## config.mk

```make
export PLATFORM = sky130hd
export DESIGN_NAME = fifo_write_arbiter
export DESIGN_NICKNAME = d
export VERILOG_FILES = /design/src/rtl/fifo_write_arbiter.sv
export SDC_FILE = /design/constraint.sdc
export NUM_CORES = 1
export LEC_CHECK = 0
export ABC_AREA = 1
export ABC_CLOCK_PERIOD_IN_PS = 3100
export CORE_UTILIZATION = 33
export DETAILED_ROUTE_END_ITERATION = 10
export DONT_BUFFER_PORTS = 1
export GPL_TIMING_DRIVEN = 0
export PLACE_DENSITY = 0.55
export SLEW_MARGIN = 20
export SYNTH_ARGS = -nofsm -noshare
export SYNTH_HDL_FRONTEND = slang
export SYNTH_SLANG_ARGS = --single-unit
```

## constraint.sdc

```tcl
create_clock -name clk -period 3.1 [get_ports clk]
set_input_delay 0.31 -clock clk [delete_from_list [all_inputs] [get_ports clk]]
set_output_delay 0.31 -clock clk [all_outputs]
set_load 0.03 [all_outputs]
```

## src/rtl/fifo_write_arbiter.sv

```systemverilog
// Round-robin arbiter sharing the write port of one 8-bit FIFO between REQUESTERS producers.
// Define FIFO_ARB_BURST_EN to let a winner keep the grant for up to BURST_LEN consecutive writes.
module fifo_write_arbiter #(
   parameter int REQUESTERS = 4,
   parameter int BURST_LEN  = 4
) (
   input  logic                          clk,
   input  logic                          rst,
   input  logic [REQUESTERS-1:0]         in_req,
   input  logic [8*REQUESTERS-1:0]       in_data,
   input  logic                          in_fifo_is_full,
   output logic [REQUESTERS-1:0]         out_gnt,
   output logic                          out_fifo_write_ctrl,
   output logic [7:0]                    out_fifo_write_data,
   output logic [$clog2(REQUESTERS)-1:0] out_owner,
   output logic                          out_busy
);

   localparam int PTR_W = $clog2(REQUESTERS);
   typedef logic [PTR_W-1:0] ptr_t;

   if (REQUESTERS < 2 || REQUESTERS > 16 || BURST_LEN < 1 || BURST_LEN > 255) begin : g_bad_params
      $error("fifo_write_arbiter: parameter out of range");
   end

   function automatic ptr_t ptr_inc(input ptr_t p);
      return (p == ptr_t'(REQUESTERS - 1)) ? '0 : ptr_t'(p + 1'b1);
   endfunction

   function automatic logic [REQUESTERS-1:0] onehot(input ptr_t p);
      return {{(REQUESTERS-1){1'b0}}, 1'b1} << p;
   endfunction

   // Returns {found, index} of the first requester at or after start, wrapping.
   function automatic logic [PTR_W:0] find_first(input logic [REQUESTERS-1:0] req, input ptr_t start);
      logic found;
      ptr_t idx_win;
      int   idx;
      found   = 1'b0;
      idx_win = '0;
      for (int k = 0; k < REQUESTERS; k++) begin
         idx = int'(start) + k;
         if (idx >= REQUESTERS) idx -= REQUESTERS;
         if (!found && req[ptr_t'(idx)]) begin
            found   = 1'b1;
            idx_win = ptr_t'(idx);
         end
      end
      return {found, idx_win};
   endfunction

   ptr_t                  rr_ptr, rr_ptr_n, owner_n, base, win;
   logic                  found;
   logic [REQUESTERS-1:0] gnt_c;

`ifdef FIFO_ARB_BURST_EN
   typedef enum logic {IDLE, BURST} state_t;
   state_t     state, state_n;
   logic [7:0] burst_cnt, burst_cnt_n;
   logic       search_en;

   // NOTE: every variable gets a default before any branch, otherwise a latch is inferred.
   always_comb begin
      state_n     = state;
      burst_cnt_n = burst_cnt;
      rr_ptr_n    = rr_ptr;
      owner_n     = out_owner;
      gnt_c       = '0;
      base        = rr_ptr;
      search_en   = 1'b1;

      if (state == BURST) begin
         if (in_fifo_is_full) begin
            search_en = 1'b0;
         end else if (in_req[out_owner]) begin
            search_en = 1'b0;
            gnt_c     = onehot(out_owner);
            if (burst_cnt == 8'(BURST_LEN - 1)) begin
               state_n     = IDLE;
               burst_cnt_n = '0;
               rr_ptr_n    = ptr_inc(out_owner);
            end else begin
               burst_cnt_n = burst_cnt + 1'b1;
            end
         end else begin
            // Owner dropped its request: close the burst and re-arbitrate this same cycle.
            state_n     = IDLE;
            burst_cnt_n = '0;
            base        = ptr_inc(out_owner);
            rr_ptr_n    = base;
         end
      end

      {found, win} = find_first(in_req, base);
      if (search_en && found && !in_fifo_is_full) begin
         gnt_c   = onehot(win);
         owner_n = win;
         if (BURST_LEN > 1) begin
            state_n     = BURST;
            burst_cnt_n = 8'd1;
         end else begin
            rr_ptr_n = ptr_inc(win);
         end
      end
   end

   // NOTE: sequential state uses non-blocking assignments so every register samples pre-edge values.
   always_ff @(posedge clk or negedge rst) begin
      if (!rst) begin
         state     <= IDLE;
         burst_cnt <= '0;
         rr_ptr    <= '0;
         out_owner <= '0;
      end else begin
         state     <= state_n;
         burst_cnt <= burst_cnt_n;
         rr_ptr    <= rr_ptr_n;
         out_owner <= owner_n;
      end
   end

   assign out_busy = (state == BURST);
`else
   always_comb begin
      rr_ptr_n     = rr_ptr;
      owner_n      = out_owner;
      gnt_c        = '0;
      base         = rr_ptr;
      {found, win} = find_first(in_req, base);
      if (found && !in_fifo_is_full) begin
         gnt_c    = onehot(win);
         owner_n  = win;
         rr_ptr_n = ptr_inc(win);
      end
   end

   always_ff @(posedge clk or negedge rst) begin
      if (!rst) begin
         rr_ptr    <= '0;
         out_owner <= '0;
      end else begin
         rr_ptr    <= rr_ptr_n;
         out_owner <= owner_n;
      end
   end

   assign out_busy = 1'b0;
`endif

   // Reset gates the grant combinationally so nothing reaches the FIFO once rst falls.
   always_comb begin
      out_gnt             = rst ? gnt_c : '0;
      out_fifo_write_ctrl = |out_gnt;
      out_fifo_write_data = '0;
      for (int k = 0; k < REQUESTERS; k++) begin
         if (out_gnt[k]) out_fifo_write_data = out_fifo_write_data | in_data[8*k +: 8];
      end
   end

endmodule

```

==> flow_summary_export.csv <==
group,metric,value,unit
global_routing,pin_count_of_the_biggest_net_entering_global_routing,11,
global_routing,grt.met1_usage,16.4,%
route,overall_routed_net_length,2210,microns
power,vdd.ir_drop.worst,0.000715,V
floorplanning,die-height,54.6,microns
global_routing,antenna_found_initial,0,
final_layout,layoutNonFillerInstCount,212,
setup_path,rr_endpoint,"base[1]",
sta,timing.final.crit_share,93.0,%
route,detail_route.vias_per_cell,4.62,
setup_path,r2r.worst_path.cells,12,
sta,finalHoldWorstSlack,353,ps
floorplanning,fp.dieArea,2980,sq um
sta,final_max_slew_viol_count,0,
global_routing,groute.layer.met2.usage,23.0,%
global_routing,gr-usage-met3,1.94,%
sta,final.min_clock_period,2880,ps
final_layout,syn_to_final_growth,27.0,%
placement,placedCellCount,199,
synth,postSynthRegisterBits,4,
final_layout,num-fill-cells,272,
sta,slew_headroom,65.3,%
synth,mappedNetlistNets,212,
clock_network,clock_slew_at_the_register_clock_pins_of_the_worst_setup_and_hold_paths,40,ps
clock_network,cts_htree_levels,1,
setup_path,timing.critical_path.slowest_cell_delay,430,ps
clock_network,cts_sinks,4,
sta,setup_viol,0,
clock_network,cts_tree,"yes",
floorplanning,core_area,2540,sq um
placement,placement.cell_area,950,sq um
route,wire_per_inst,10.4,microns
global_routing,global_route.usage.total,13.3,%
final_layout,insertedDiodeCount,0,
worst_hold_path,holdCritPathClass,"in -> async",
setup_path,crit_path_max_fanout,10,
synth,postSynthAreaPerCell,5.40,sq um
global_routing,globalRoute.totalOverflow,0,
final_layout,layout-drive-gt1-share,24.7,%
final_layout,post-route-cell-area,1160,sq um
power,powerDensity,1370,nW/um^2
setup_path,timing.critical_path.cells,"clkinv_4 -> nand2_1 -> nand2_1 -> o21a_1 -> nor2_1 -> nor2_2 -> xor2_2 -> nor2_4 -> inv_1 -> ha_1 -> nand4_4 -> nand4_1",
power,fin_total_pwr,1.59,mW
global_routing,grt.busiest_layer,"met2",
setup_path,worst_ep_required_time,2790,ps
route,antenna_violating_nets_post_route,0,
synth,synth_cell_type_count,22,
synth,mappedNetlistArea,912,sq um
global_routing,number_of_global_route_vias_before_repair,756,
sta,worst_pin_slew,518,ps
placement,gp_routability_congestion,0.716,
setup_path,worstSetupStartpointType,"flip-flop",
floorplanning,die-width,54.6,microns
run,cap_violations,0,
floorplanning,initial_utilization,35.8,%
route,detailedRoute.firstPassIterationCount,4,
sta,tns,0,ps
setup_path,timing.reg2reg.setup_slack,1070,ps
clock_network,cts_root_buffer,"sky130_fd_sc_hd__clkbuf_4",
clock_network,clockBufferDepth,2,
route,drtIter0Drc,15,
placement,placement.io_buffers,0,
route,drcViolationCount,0,
setup_path,crit_type,"reg -> out",
sta,timing.fmax,0.347,GHz
sta,finClkSkew,0.973,ps
sta,setup_ws,217,ps
route,dr_total_vias,979,
power,total_leakage_power,0.698,nW
synth,synth-seq-area-share,11.0,%
final_layout,final_nets,227,
placement,dp_slack,299,ps
synth,syn_inst,169,
run_status,run_status,"completed",
placement,dpl.hpwl,1590,microns
floorplanning,fp-row-count,18,
clock_network,cts_bufs_inserted,3,
global_routing,wire_length_of_the_first_global_routing_pass,2930,microns
setup_path,cp_data_arrival_time,2570,ps
clock_network,clock_latency,230,ps
floorplanning,io-pin-count,55,
final_layout,post-route-util,45.5,%
setup_path,crit_top_cell,"sky130_fd_sc_hd__nand2_1",
synth,yosysWarnings,0,
setup_path,worstSetupEndpointType,"output pin",
setup_path,cell_with_the_largest_stage_delay_on_the_worst_path,"sky130_fd_sc_hd__dfrtp_2",
sta,hold_viol_final,0,
setup_path,worst_r2r_startpoint,"base[0]",
==> synth_stat cells <==
master / count / area [sq um]
sky130_fd_sc_hd__inv_2: 2 / 7.51
sky130_fd_sc_hd__clkinv_1: 1 / 3.75
sky130_fd_sc_hd__ha_1: 4 / 50.1
sky130_fd_sc_hd__nand3_4: 1 / 17.5
sky130_fd_sc_hd__inv_1: 44 / 165
sky130_fd_sc_hd__buf_4: 1 / 7.51
sky130_fd_sc_hd__nand2_2: 6 / 37.5
sky130_fd_sc_hd__o21ai_1: 2 / 10.0
sky130_fd_sc_hd__nand3_1: 4 / 20.0
sky130_fd_sc_hd__conb_1: 1 / 3.75
sky130_fd_sc_hd__nand4_4: 4 / 85.1
sky130_fd_sc_hd__o21a_1: 1 / 7.51
sky130_fd_sc_hd__dfrtp_1: 4 / 100
sky130_fd_sc_hd__nand2_1: 33 / 124
sky130_fd_sc_hd__nor2_8: 1 / 20.0
sky130_fd_sc_hd__xor2_1: 1 / 8.76
sky130_fd_sc_hd__a21oi_1: 1 / 5.00
sky130_fd_sc_hd__o211ai_1: 1 / 7.51
sky130_fd_sc_hd__and2_1: 1 / 6.26
sky130_fd_sc_hd__nand4_1: 3 / 18.8
sky130_fd_sc_hd__nor2_1: 52 / 195
sky130_fd_sc_hd__nand2_4: 1 / 11.3
==> worst max-delay path: cells and delay by family (launching register included) <==
family	cells	cell delay, ps
buffers and inverters	2	210
AOI/OAI and AO/OA	1	230
adders and majority gates	1	240
DFF	1	430
and+or+nand+nor	7	1030
xor gates and xnor gates	1	190
==> registers in the layout (all words and copies together) (netlist names) <==
signal,cells
base,2
out_owner,2
==> power breakdown <==
group	leakage, nW	internal [mW]	total [mW]	switching [mW]
logic	0.638	0.470	1.39	0.917
registers	0.0471	0.0819	0.135	0.0532
clock network	0.0138	0.0433	0.0639	0.0206
total	0.698	0.595	1.59	0.990
==> worst max-delay path by stage <==
stage | start | end
floorplan | base[0] | out_fifo_write_data[0]
detailed placement | base[0] | out_fifo_write_data[0]
global route | base[1] | out_fifo_write_data[0]
finish | base[0] | out_fifo_write_ctrl
global placement | base[0] | out_fifo_write_data[4]
CTS | base[0] | out_fifo_write_data[0]
==> kinds of logic after synthesis <==
kind of cell / count (synthesis) / synth area share, %
other: 1 / 0.411
XOR/XNOR: 1 / 0.960
flip-flops: 4 / 11.0
AND/OR/NAND/NOR: 106 / 58.7
AO/OA/AOI/OAI: 5 / 3.29
adder cells (fa/ha/maj): 4 / 5.49
buffers and inverters: 48 / 20.2
==> area by class of cell <==
type	instances	area, sq um	share of cell area, %
Multi-Input combinational cell	120	753	65.0
Inverter	47	181	15.7
Sequential cell	4	101	8.75
Timing Repair Buffer	7	55.1	4.75
Tap cell	30	37.5	3.24
Clock buffer	3	22.5	1.94
Buffer	1	7.51	0.648
==> cells in the final DEF, fill, tap and decap left out, drive strengths merged <==
| master | netlist | routed |
|---|---|---|
| clkinv | 1 | 2 |
| nand4 | 7 | 10 |
| buf | 1 | 7 |
| nor2 | 53 | 53 |
| dlygate4sd3 | 0 | 1 |
| and2 | 1 | 1 |
| clkbuf | 0 | 3 |
| nand2 | 40 | 40 |
| dfrtp | 4 | 4 |
| nand3 | 5 | 5 |
| xor2 | 1 | 1 |
| inv | 46 | 45 |
| o21a | 1 | 1 |
| ha | 4 | 4 |
| o211ai | 1 | 1 |
| conb | 1 | 1 |
| a21oi | 1 | 1 |
| o21ai | 2 | 2 |
==> metal layers <==
| metal | share of wire [%] | routed length, microns |
|---|---|---|
| met5 | 0 | 0 |
| met1 | 47 | 1040 |
| met2 | 50 | 1100 |
| met4 | 0.72 | 16 |
| met3 | 2.4 | 54 |
==> what timing repair did <==
| item | CTS | global route |
|---|---|---|
| buffers inserted | 0 | 6 |
| hold endpoints to repair | 4 | 0 |
| endpoints found under the setup margin | 0 | 11 |
| gates resized for setup | 0 | 24 |
| hold buffers | 1 | 0 |
Note: power is estimated with default switching activity, not from simulation.
